[src/rtl/ll_free_pool.sv]
// Free-node allocator for the shared linked-list memory.
// Hands out unused node indices, takes back released ones, flags bad frees.
module ll_free_pool #(
    parameter  int MEM_D = 16,
    localparam int PTR_W = $clog2(MEM_D),
    localparam int CNT_W = $clog2(MEM_D + 1)
) (
    input  logic             clk,
    input  logic             rst_n,
    input  logic             alloc_req,
    output logic             alloc_vld,
    output logic [PTR_W-1:0] alloc_ptr,
    output logic             alloc_fail,
    input  logic             free_req,
    input  logic [PTR_W-1:0] free_ptr,
    output logic             free_err,
    output logic             init_done,
    output logic [CNT_W-1:0] free_cnt,
    output logic             empty
);

    localparam logic [PTR_W:0]   MEM_W = (PTR_W + 1)'(MEM_D);
    localparam logic [PTR_W-1:0] LAST  = PTR_W'(MEM_D - 1);

    typedef enum logic {
        S_INIT,
        S_READY
    } state_t;

    state_t           state, state_nx;
    logic [PTR_W-1:0] q [MEM_D];
    logic [PTR_W-1:0] init_cnt;
    logic [PTR_W-1:0] rd_ptr;
    logic [PTR_W-1:0] wr_ptr;
    logic [MEM_D-1:0] inuse;
    logic [CNT_W-1:0] cnt_nx;
    logic             ready;
    logic             init_last;
    logic             in_range;
    logic             grant;
    logic             accept;

    function automatic logic [PTR_W-1:0] bump(input logic [PTR_W-1:0] p);
        return (p == LAST) ? '0 : p + 1'b1;
    endfunction

    assign ready     = (state == S_READY);
    assign init_last = (init_cnt == LAST);
    assign in_range  = ({1'b0, free_ptr} < MEM_W);
    // Decisions use pre-cycle state only: no free-to-alloc bypass.
    assign grant     = ready && alloc_req && (free_cnt != '0);
    assign accept    = ready && free_req && in_range && inuse[free_ptr];

    // Next state: INIT walks every node once, then READY until reset.
    always_comb begin
        state_nx = state;
        if (state == S_INIT && init_last) begin
            state_nx = S_READY;
        end
    end

    // Next free count: init fills one node per cycle, then grant/accept.
    always_comb begin
        cnt_nx = free_cnt;
        if (!ready) begin
            cnt_nx = free_cnt + 1'b1;
        end else if (grant && !accept) begin
            cnt_nx = free_cnt - 1'b1;
        end else if (accept && !grant) begin
            cnt_nx = free_cnt + 1'b1;
        end
    end

    // Control state, queue pointers, in-use bitmap and status outputs.
    always_ff @(posedge clk or negedge rst_n) begin
        if (!rst_n) begin
            state      <= S_INIT;
            init_cnt   <= '0;
            rd_ptr     <= '0;
            wr_ptr     <= '0;
            inuse      <= '0;
            alloc_vld  <= 1'b0;
            alloc_ptr  <= '0;
            alloc_fail <= 1'b0;
            free_err   <= 1'b0;
            init_done  <= 1'b0;
            free_cnt   <= '0;
            empty      <= 1'b1;
        end else begin
            state      <= state_nx;
            free_cnt   <= cnt_nx;
            init_done  <= (state_nx == S_READY);
            empty      <= (cnt_nx == '0) || (state_nx != S_READY);
            alloc_vld  <= grant;
            alloc_fail <= alloc_req && !grant;
            free_err   <= free_req && !accept;
            if (!ready) begin
                init_cnt <= init_last ? '0 : init_cnt + 1'b1;
            end
            if (grant) begin
                alloc_ptr        <= q[rd_ptr];
                rd_ptr           <= bump(rd_ptr);
                inuse[q[rd_ptr]] <= 1'b1;
            end
            if (accept) begin
                wr_ptr          <= bump(wr_ptr);
                inuse[free_ptr] <= 1'b0;
            end
        end
    end

    // Queue storage: seeded with 0..MEM_D-1 during INIT, then freed indices.
    always_ff @(posedge clk) begin
        if (!ready) begin
            q[init_cnt] <= init_cnt;
        end else if (accept) begin
            q[wr_ptr] <= free_ptr;
        end
    end

endmodule

[config.mk]
export PLATFORM = sky130hd
export DESIGN_NAME = ll_free_pool
export DESIGN_NICKNAME = d
export VERILOG_FILES = /design/src/rtl/ll_free_pool.sv
export SDC_FILE = /design/constraint.sdc
export NUM_CORES = 1
export LEC_CHECK = 0
export ABC_AREA = 1
export ABC_CLOCK_PERIOD_IN_PS = 2000
export CAP_MARGIN = 20
export CELL_PAD_IN_SITES_DETAIL_PLACEMENT = 2
export CELL_PAD_IN_SITES_GLOBAL_PLACEMENT = 2
export CORE_MARGIN = 2
export CORE_UTILIZATION = 33
export DETAILED_ROUTE_END_ITERATION = 8
export PLACE_DENSITY_LB_ADDON = 0.08
export SYNTH_ARGS = -nofsm -noshare
export SYNTH_HDL_FRONTEND = slang
export SYNTH_SLANG_ARGS = --single-unit
export TNS_END_PERCENT = 50
[constraint.sdc]
create_clock -name clk -period 2 [get_ports clk]
set_input_delay 0.6 -clock clk [delete_from_list [all_inputs] [get_ports clk]]
set_output_delay 0.6 -clock clk [all_outputs]
set_load 0.02 [all_outputs]
## Word level (Yosys, flattened, before mapping)

Memory sizes are Yosys's and may differ from the RTL's.
Index checks and enable logic that the tools add are counted.
Widths: inputs -> output; s select.

- $lt $le $gt $ge: 4
- Eq/ne operators: 3
- Muxes and demuxes: 22
- Bitwise operators: 5
- Add/subtract/negate cells: 5
- Reduce and logical (&&, ||, !) cells: 17

Operators by type and width:

| operator | number |
|---|---|
| $mux 16 | 2 |
| $mux 4 | 5 |
| $and 16x16->16 | 1 |
| $not 16->16 | 1 |
| $or 16x16->16 | 1 |
| $mux 5 | 3 |
| $add 4x1->4 const B | 3 |
| $eq 4x4->1 const B | 3 |
| $logic_and 1x1->1 | 11 |
| $lt 4x5->1 const B | 2 |
| $mux 1 | 9 |
| $demux 1 s4 | 2 |
| $ge 4x1->1 const B | 2 |
| $add 5x1->5 const B | 1 |
| $logic_not 5->1 | 1 |
| $reduce_bool 5->1 | 1 |
| $sub 5x1->5 const B | 1 |
| $bmux 1 s4 | 1 |
| $reduce_or 4->1 | 1 |
| $logic_not 1->1 | 2 |
| $not 1->1 | 2 |
| $logic_or 1x1->1 | 1 |

- Memories kept: 1
- Output and inout port bits: 14
- Word-level logic and storage cells: 68
- Bits in writable memories: 64
- Bits in registers: 42
- Input port bits: 8

Memory list:

| memory | words | width | read ports | clocked after memory_dff | wr ports | RTL line | source |
|---|---|---|---|---|---|---|---|
| q | 16 | 4 | 1 | 0 | 1 | 31 | `logic [PTR_W-1:0] q [MEM_D];` |

## Depth between registers and ports, before layout

Gate-level depths: netlist of run 1.

- Word-level depth: 9
- Depth in mapped cells: 18
- Depth with buffers taken out: 18

## Worst setup path before layout of run 1

No wires, ideal clock.

- Path kind: input-to-reg
- Start point: input free_ptr[1]
- End point: memory q[0][3] in the netlist's numbering (data pin)
- Slack: -0.396 ns
- Stages on the path: 9
- Arrival: 2.066 ns
- Library setup time: 0.330 ns
- Path buffers: 2
- Required time: 1.670 ns
- Cells stage by stage: buf_2 -> inv_1 -> nand2_1 -> nand2_1 -> nand2_1 -> nand2_2 -> o21ai_4 -> buf_4 -> o21ai_0

- Word-level cells in the longest chain between the ends: 8

Ends and longest elaborated chain:

| item | RTL line | source |
|---|---|---|
| start, declared | 15 | `input logic [PTR_W-1:0] free_ptr,` |
| $bmux 1 s4 | 52 | `assign accept = ready && free_req && in_range && inuse[free_ptr];` |
| $mux 1 (implied by the code) | 52 |  |
| $logic_and 1x1->1 | 52 |  |
| $mux 1 | 116 | `end else if (accept) begin` |
| $mux 1 | 114 | `if (!ready) begin` |
| $mux 1 (implied by the code) | 117 | `q[wr_ptr] <= free_ptr;` |
| $reduce_or 4->1 (no source line) | n/a |  |
| $mux 4 (no source line) | n/a |  |
| end, declared | 31 |  |

Every way passes these cells. The select of a mux whose other input is x is not followed.

## Worst setup path in the final report of run 1

- Start point: register rd_ptr[0]
- End point: register inuse[9]

- Word-level cells in the longest chain between the ends: 9
- Elaborated cells between the ends (all ways): 10
- Classes of those cells: order compare (2); mux (4); bitwise (2); reduce/logical (1); memory (1)

Ends and longest elaborated chain:

| item | RTL line | source |
|---|---|---|
| start, declared | 33 | `logic [PTR_W-1:0] rd_ptr;` |
| start signal, assigned | 102 | `rd_ptr <= bump(rd_ptr);` |
| $mem_v2 16x4 (*) | n/a |  |
| $lt 4x5->1 (implied by the code) or $ge 4x1->1 (tied branches) | 103 | `inuse[q[rd_ptr]] <= 1'b1;` |
| $logic_and 1x1->1 (implied by the code) | 103 |  |
| $mux 1 (implied by the code) | 103 |  |
| $demux 1 s4 (*) | 103 |  |
| $or 16x16->16 (no source line) (*) | n/a |  |
| $mux 16 (*) | 100 | `if (grant) begin` |
| $and 16x16->16 (no source line) | n/a |  |
| $mux 16 (*) | 105 | `if (accept) begin` |
| end signal, assigned | 81 | `inuse <= '0;` |
| end signal, assigned by index | 103 |  |
| end signal, assigned by index | 107 | `inuse[free_ptr] <= 1'b0;` |
| end, declared | 35 | `logic [MEM_D-1:0] inuse;` |

Mark *: on every way between the ends. The rest lies on a longest branch, timed or not.
A chain may end at the register's enable or synchronous reset.

==> summary.txt, run 1 <==
Worst setup path
  • Max FO, Critical Path: 6
  • Worst Path Required: 2.28 ns
  • Critical Path Start Type: register
  • Critical Path AT: 2.58 ns
  • FF-to-FF setup slack: -0.30 ns
  • Critical path endpoint category: register
  • Critical path class: register to register

GRT
  • Aggregate global routing overflow: 0
  • Initial antenna violation count: 0
  • Vias in the first global route: 4,792
  • Total global-route track usage: 22.9%
  • Largest net degree at the start of global routing: 30
  • First-pass GRT wire length: 27,800 um

Yosys
  • Synth Area in Compound Gates: 10.6%
  • Post-Syn Area: ~0.0049 sq mm
  • Yosys Warn Count: 0
  • Largest family of logic cells by synthesized area: simple AND/OR/NAND/NOR gates
  • Synthesized-area fraction occupied by adder cells: 1.52%
  • Top cell type by total area after synthesis: edfxtp_1
  • Register area share after synthesis: about three fifths
  • Flop and latch count out of synthesis: 106
  • Simple-Gate Fraction of Synth Area: between 20% and 30%
  • Xor/xnor cell area share of the yosys netlist: roughly 2.0%
  • Mux cell area share after synthesis: 0%
  • Distinct cell type count after synthesis: 28
  • Synthesized Nets: between 500 and 600
  • Top-area cell type share of the netlist area: between 30% and 40%
  • Gate Count Post-Synth: 528
  • Avg Cell Area, Syn: about 9.3 sq um
  • Top area cells in the synthesized netlist: edfxtp_1 (39%), dfrtp_1 (21%), nand2_1 (9.1%), nor2_1 (6.2%), o21ai_0 (4.6%)

Placed design
  • Hpwl dp: 11,600 um
  • GPL Wtd Cong: 0.806
  • Cell Area, Placed: just over 0.006 sq mm
  • Port Buf Inserts: 21

Power and ir drop
  • P per Cell Area: approximately 1500 mW/mm^2
  • Switch share: 43.8%
  • NetSw: roughly 0.0049 W
  • Maximum ir drop on the vdd rail: just under 600 uV
  • Internal: approximately 0.0062 W
  • Final Power: 0.0111 W
  • Seq pwr share: 27.9%
  • LEAKAGE: 3.07 nW
  • Combinational Power Share: a little under three fifths
  • Clock Power Share: 16.6%

Floorplan
  • Num rows: 44
  • Core footprint: 0.0146 sq mm
  • Die area: 0.0159 sq mm
  • IO Count: 22
  • Die W: between 100 and 150 um
  • Initial core utilization: ~34%
  • Die Y: 126 um

Final layout
  • Share of cells above drive strength 1: 38.5%
  • Nets@finish: about 660
  • Commonest non-fill, non-tap cells in the layout: nand2_1 (89), buf_4 (78), edfxtp_1 (64), nor2_1 (50), dfrtp_1 (39)
  • Commonest non-fill, non-tap cell in the layout: nand2_1
  • Area delta synth->final: 48.8%
  • N_diodes: 0
  • Final Instance Area: between 0.007 and 0.008 sq mm

Detailed routing
  • Post-route ant nets: 0
  • Residual DRC: 0
  • WL final: 19,900 um
  • Vias: roughly 4,400
  • Starting DRT DRC Count: 255
  • DR vias/cell: 5.26
  • TritonRoute pass-1 iters: 4
  • WL/cell: 23.7 um

Status
  • Failing checks: setup timing
  • Status: complete, but fails checks

Timing
  • Final Cycle Share: 115%
  • Worst-margin pin slew: approximately 0.4 ns
  • Fin. Hold Viols: 0
  • Final Slew Violations: 0
  • Final WS setup: -0.301 ns
  • Slew HR: 73.2%
  • Post-layout min period: 2.30 ns
  • RSZ-0062 raised after global routing: true
  • Max Clock Skew: 0.00695 ns
  • Fmax: 435 MHz
  • Final setup fails: 150

Worst hold path
  • Hold Crit Class: input port to async pin

Flow run
  • MaxCap Viol Count: 0

Clock network
  • Clock Path Buffers: 2
  • Root Buffer: clkbuf_16
  • TritonCTS Sinks: 106
  • Hold Buf Count CTS: 0
  • CTS tree: done
  • Worst-Skew Late Latency: between 0.3 and 0.4 ns
  • CTS clock-pin slew for the worst setup and hold paths: about 0.08 ns
  • CTS Buf Count: 9
  • H-tree Lvls: 3
[final cells by class]
type	count	area [sq um]
clock buffers	9	225
clock inverters	7	71.3
fillers	1472	7250
inverters	46	200
multi-input cells	358	2360
flip-flops and latches	106	2980
well taps	184	230
repair buffers	127	1270
repair inverters	1	7.51
[Yosys cell counts (all sizes together)]
| cell | instances |
|---|---|
| o22ai | 8 |
| dfstp | 1 |
| nor3 | 5 |
| nand4 | 5 |
| o221ai | 1 |
| nand2 | 123 |
| a31oi | 2 |
| o21ai | 47 |
| buf | 14 |
| ha | 6 |
| a21oi | 32 |
| xor2 | 10 |
| dfrtp | 41 |
| edfxtp | 64 |
| inv | 45 |
| clkbuf | 4 |
| clkinv | 1 |
| nand3 | 31 |
| nor2 | 81 |
| o211ai | 6 |
| xnor2 | 1 |
[cells by family after synthesis]
family / count (synthesis)
AND/OR/NAND/NOR: 245
AO/OA/AOI/OAI: 96
adder cells (fa/ha/maj): 6
buffers and inverters: 64
flip-flops: 106
XOR/XNOR: 11
[path summary, 6_finish.rpt]
| check | startpoint | endpoint | depth (start not counted) |
|---|---|---|---|
| setup / recovery | rd_ptr[0] | inuse[9] | 10 |
| hold / removal | rst_n | free_cnt[0] | 1 |
| setup reg to reg | rd_ptr[0] | inuse[9] | 10 |
| hold reg to reg | alloc_ptr[1] | alloc_ptr[1] | 2 |
| max in group asynchronous | rst_n | rd_ptr[1] | 2 |
| min in group clk | alloc_ptr[1] | alloc_ptr[1] | 2 |
[flip-flops by register name, indices dropped and copies added, names as in the netlist, 4 cells and up]
name and cells:
init_cnt 4, free_cnt 5, inuse 16, q 64, wr_ptr 4, rd_ptr 4
alloc_ptr 4
[worst max-delay path, stage by stage, from the launching register on]
cell and delay (ns):
dfrtp_2 0.49, buf_12 0.16, clkbuf_16 0.15, o21ai_1 0.19, o211ai_1 0.21, o211ai_1 0.24, nand3_4 0.20, buf_6 0.17
nor2_4 0.12, a21oi_1 0.09, a21oi_1 0.16
[power by group through the flow]
stage / Clock, W / Combinational [W] / Sequential (W)
5_1_grt: 0.00195 / 0.00663 / 0.00314
6_report: 0.00185 / 0.00617 / 0.00310
4_1_cts: 0.00186 / 0.00459 / 0.00305
3_3_place_gp: 0 / 0.00406 / 0.00307
3_5_place_dp: 0 / 0.00422 / 0.00307
2_1_floorplan: 0 / 0.00209 / 0.00308
[per-stage QoR]
step	hold slack [ns]	util [%]	setup TNS, ns	setup WS (ns)	cells
after detailed placement	0.473	41.4	-134.24	-1.15	796
after global routing	0.139	50.3	-32.03	-0.328	838
final	0.129	50.3	-20.07	-0.301	838
after CTS	0.133	46.4	-5.80	-0.133	822
after global placement	0.466	41.4	-125.03	-1.08	796
after floorplan	0.304	-	-25.47	-0.292	528
[routing by layer]
| layer | part of all wire [%] | vias to the layer above | wire length, um | track usage (%) |
|---|---|---|---|---|
| li1 | - | 2011 | - | - |
| met1 | 44 | 2299 | 8750 | 30.6 |
| met2 | 51 | 74 | 10100 | 38.7 |
| met3 | 3.4 | 24 | 681 | 4.29 |
| met4 | 1.9 | 0 | 369 | 5.43 |
| met5 | 0 | - | 0 | 0 |
[repair_timing]
| action | CTS | global route |
|---|---|---|
| buffers inserted | 8 | 14 |
| cloned | 2 | 4 |
| resized for setup | 120 | 121 |
| pin swaps | 25 | 26 |
| setup endpoints to repair | 162 | 154 |
Note: power is estimated with default switching activity, not from simulation.
==> run 2: changes to the inputs <==
--- a/config.mk
+++ b/config.mk
@@ -6,13 +6,14 @@
 export NUM_CORES = 1
 export LEC_CHECK = 0
 export ABC_AREA = 1
-export ABC_CLOCK_PERIOD_IN_PS = 2000
+export ABC_CLOCK_PERIOD_IN_PS = 2300
 export CAP_MARGIN = 20
 export CELL_PAD_IN_SITES_DETAIL_PLACEMENT = 2
 export CELL_PAD_IN_SITES_GLOBAL_PLACEMENT = 2
 export CORE_MARGIN = 2
 export CORE_UTILIZATION = 33
 export DETAILED_ROUTE_END_ITERATION = 8
+export GPL_TIMING_DRIVEN = 0
 export PLACE_DENSITY_LB_ADDON = 0.08
 export SYNTH_ARGS = -nofsm -noshare
 export SYNTH_HDL_FRONTEND = slang
==> constraint.sdc (replaced) <==
create_clock -name clk -period 2.3 [get_ports clk]
set_input_delay 0.69 -clock clk [delete_from_list [all_inputs] [get_ports clk]]
set_output_delay 0.69 -clock clk [all_outputs]
set_load 0.02 [all_outputs]
==> summary.txt, run 2 (same netlist as run 1, synthesis figures left out) <==
GRT
  • Initial antenna violation count: 0 (unchanged)
  • First-pass GRT wire length: 24,600 um (-12%)
  • Vias in the first global route: 4,320 (-9.8%)
  • Largest net degree at the start of global routing: 29 (-3.3%)
  • Aggregate global routing overflow: 0 (unchanged)
  • Total global-route track usage: 20.4% (-2.4 points)

Worst hold path
  • Hold Crit Class: input port to async pin

Power and ir drop
  • Clock Power Share: 20.1% (+3.5 points)
  • P per Cell Area: 1230 mW/mm^2 (-19%)
  • Internal: 0.00454 W (-27%)
  • NetSw: 0.00336 W (-31%)
  • Maximum ir drop on the vdd rail: 468 uV (-21%)
  • Switch share: 42.6% (-1.3 points)
  • Seq pwr share: 33.0% (+5.1 points)
  • LEAKAGE: 2.62 nW (-15%)
  • Combinational Power Share: 47.0% (-8.5 points)

Timing
  • Final WS setup: -0.0704 ns (+0.230 ns)
  • Final setup fails: 32 (-79%)
  • RSZ-0062 raised after global routing: true
  • Post-layout min period: 2.37 ns
  • Fin. Hold Viols: 0 (unchanged)
  • Slew HR: 53.1% (-20 points)
  • Fmax: 422 MHz
  • Max Clock Skew: 0.00961 ns (+0.00267 ns)
  • Worst-margin pin slew: 0.698 ns (+0.296 ns)
  • Final Slew Violations: 0 (unchanged)
  • Final Cycle Share: 103%

Final layout
  • N_diodes: 0 (unchanged)
  • Most flops, register: q
  • Commonest non-fill, non-tap cells in the layout: nand2_1 (82), edfxtp_1 (64), nor2_1 (57), dfrtp_1 (41), o21ai_0 (36)
  • Commonest non-fill, non-tap cell in the layout: nand2_1
  • Nets@finish: 598 (-9.8%)
  • Max FFs per register: 64 (unchanged)
  • # fillers: 1,540 (+4.6%)
  • Largest registers: q x64, inuse x16, free_cnt x5
  • Share of cells above drive strength 1: 26.3% (-12 points)
  • Final Util: 44.2% (-6.1 points)
  • Area delta synth->final: 30.7%

Detailed routing
  • DR vias/cell: 5.16 (-2.0%)
  • TritonRoute pass-1 iters: 4 (unchanged)
  • WL final: 15,900 um (-20%)
  • WL/cell: 20.5 um (-14%)
  • Vias: 3,986 (-9.6%)
  • Post-route ant nets: 0 (unchanged)
  • Starting DRT DRC Count: 218 (-15%)
  • Residual DRC: 0 (unchanged)

Floorplan
  • Core footprint: 0.0146 sq mm (unchanged)
  • Die area: 0.0159 sq mm (unchanged)
  • Die W: 126 um (unchanged)
  • IO Count: 22 (unchanged)
  • Num rows: 44 (unchanged)
  • Initial core utilization: 33.8% (unchanged)
  • Die Y: 126 um (unchanged)

Clock network
  • Clock Path Buffers: 2 (unchanged)
  • CTS tree: done
  • Hold Buf Count CTS: 0 (unchanged)
  • TritonCTS Sinks: 106 (unchanged)
  • H-tree Lvls: 3 (unchanged)
  • CTS clock-pin slew for the worst setup and hold paths: 0.07 ns (about the same)
  • Worst-Skew Late Latency: 0.36 ns (about the same)
  • Root Buffer: clkbuf_16
  • CTS Buf Count: 9 (unchanged)

Worst setup path
  • Max FO, Critical Path: 8 (+2)
  • R2R Path Start: inuse[9]
  • Reg2reg path depth: 12 (+2)
  • Worst Path Required: 2.36 ns (+0.08 ns)
  • Max incr delay on CP: 0.30 ns (-0.19 ns)
  • Critical Path Start Type: input port
  • Crit path launch: free_ptr[0]
  • FF-to-FF setup slack: 0.07 ns (+0.37 ns)
  • Critical path endpoint category: register
  • Critical path class: input port to register
  • Critical Path AT: 2.43 ns (-0.15 ns)
  • Worst path most repeated cell: nand2_2
  • Reg-to-reg endpoint: q[10][2]
  • CP max stage cell: o21ai_4
  • Worst setup path endpoint: q[10][2]
  • Cells along the critical path: buf_12, buf_12, nand2_2, nand2_1, nand2_1, nand2_2, nand2_2, nand2_2, o21ai_4, buf_12, clkinv_8, o21ai_4, nand2_4, nor2_4

Placed design
  • Port Buf Inserts: 20 (-4.8%)
  • Placement Setup Slack: -1.31 ns (-0.160 ns)
  • Hpwl dp: 10,900 um (-5.9%)
  • GPL Wtd Cong: 0.770 (-4.4%)

Status
  • Failing checks: setup timing
  • Status: complete, but fails checks

Flow run
  • MaxCap Viol Count: 0 (unchanged)
==> run 2: changes by cell type in the layout (fill, tap and decap cells not counted), moves of 8 or more <==
cell,previous run,this run
o21ai_1,17,4
nand2_2,21,29
buf_4,78,20
a21oi_1,22,30
o21ai_0,15,36
buf_12,15,4
dlygate4sd2_1,8,0
a21oi_2,10,2
==> run 2: worst min-delay path by stage <==
stage | startpoint | endpoint | slack, ns | cells after the start
floorplan | rst_n | alloc_fail | 0.39 | 0
global placement | alloc_ptr[1] | alloc_ptr[1] | 0.47 | 2
detailed placement | alloc_ptr[1] | alloc_ptr[1] | 0.48 | 2
CTS | rst_n | free_cnt[0] | 0.25 | 1
global route | rst_n | free_cnt[0] | 0.26 | 1
finish | rst_n | free_cnt[0] | 0.24 | 1
==> run 2: area by class of cell <==
cell class / count / area, sq um / share of cell area [%]
buffer: 18 / 150 / 2.33
clock buffer: 12 / 236 / 3.67
clock inverter: 4 / 53.8 / 0.835
inverter: 46 / 209 / 3.24
multi-input combinational: 358 / 2170 / 33.7
sequential: 106 / 2970 / 46.1
tap: 184 / 230 / 3.57
timing repair buffer: 45 / 419 / 6.50
==> run 2: stage by stage <==
| step | cell area [sq um] | power [W] | hold WS [ns] | TNS, ns | std cells |
|---|---|---|---|---|---|
| floorplan | 4940 | 0.00449 | 0.394 | -13.32 | 528 |
| global placement | 5370 | 0.00546 | 0.466 | -209.91 | 732 |
| detailed placement | 5410 | 0.00561 | 0.479 | -144.69 | 736 |
| CTS | 6120 | 0.00749 | 0.245 | -0.125 | 760 |
| global route | 6450 | 0.00843 | 0.258 | -4.47 | 773 |
| finish | 6450 | 0.00790 | 0.244 | -0.791 | 773 |
==> run 2: worst max-delay path: cells and delay by family <==
kind            cells  cell delay [ns]
simple gates        8             0.78
compound gates      2             0.47
buf+inv             4             0.47
==> run 2: power by group through the flow <==
stage	Sequential (W)	Combinational [W]	Clock, W
CTS	0.00259	0.00329	0.00161
finish	0.00261	0.00371	0.00158
detailed placement	0.00262	0.00299	0
global placement	0.00260	0.00286	0
floorplan	0.00268	0.00181	0
global route	0.00265	0.00409	0.00168
==> run 2: layer usage <==
layer  routed length (um)  GRT usage, %  share of wire, %
met1                 7320          27.2                46
met2                 8020          34.9                51
met3                  266          2.25               1.7
met4                  248          6.79               1.6
met5                    0             0                 0
==> run 2: repair_timing <==
item / in CTS / in global routing
resized for setup: 105 / 77
setup buffers: 8 / 14
pin swaps: 21 / 33
cloned: 0 / 0
setup endpoints to repair: 152 / 105
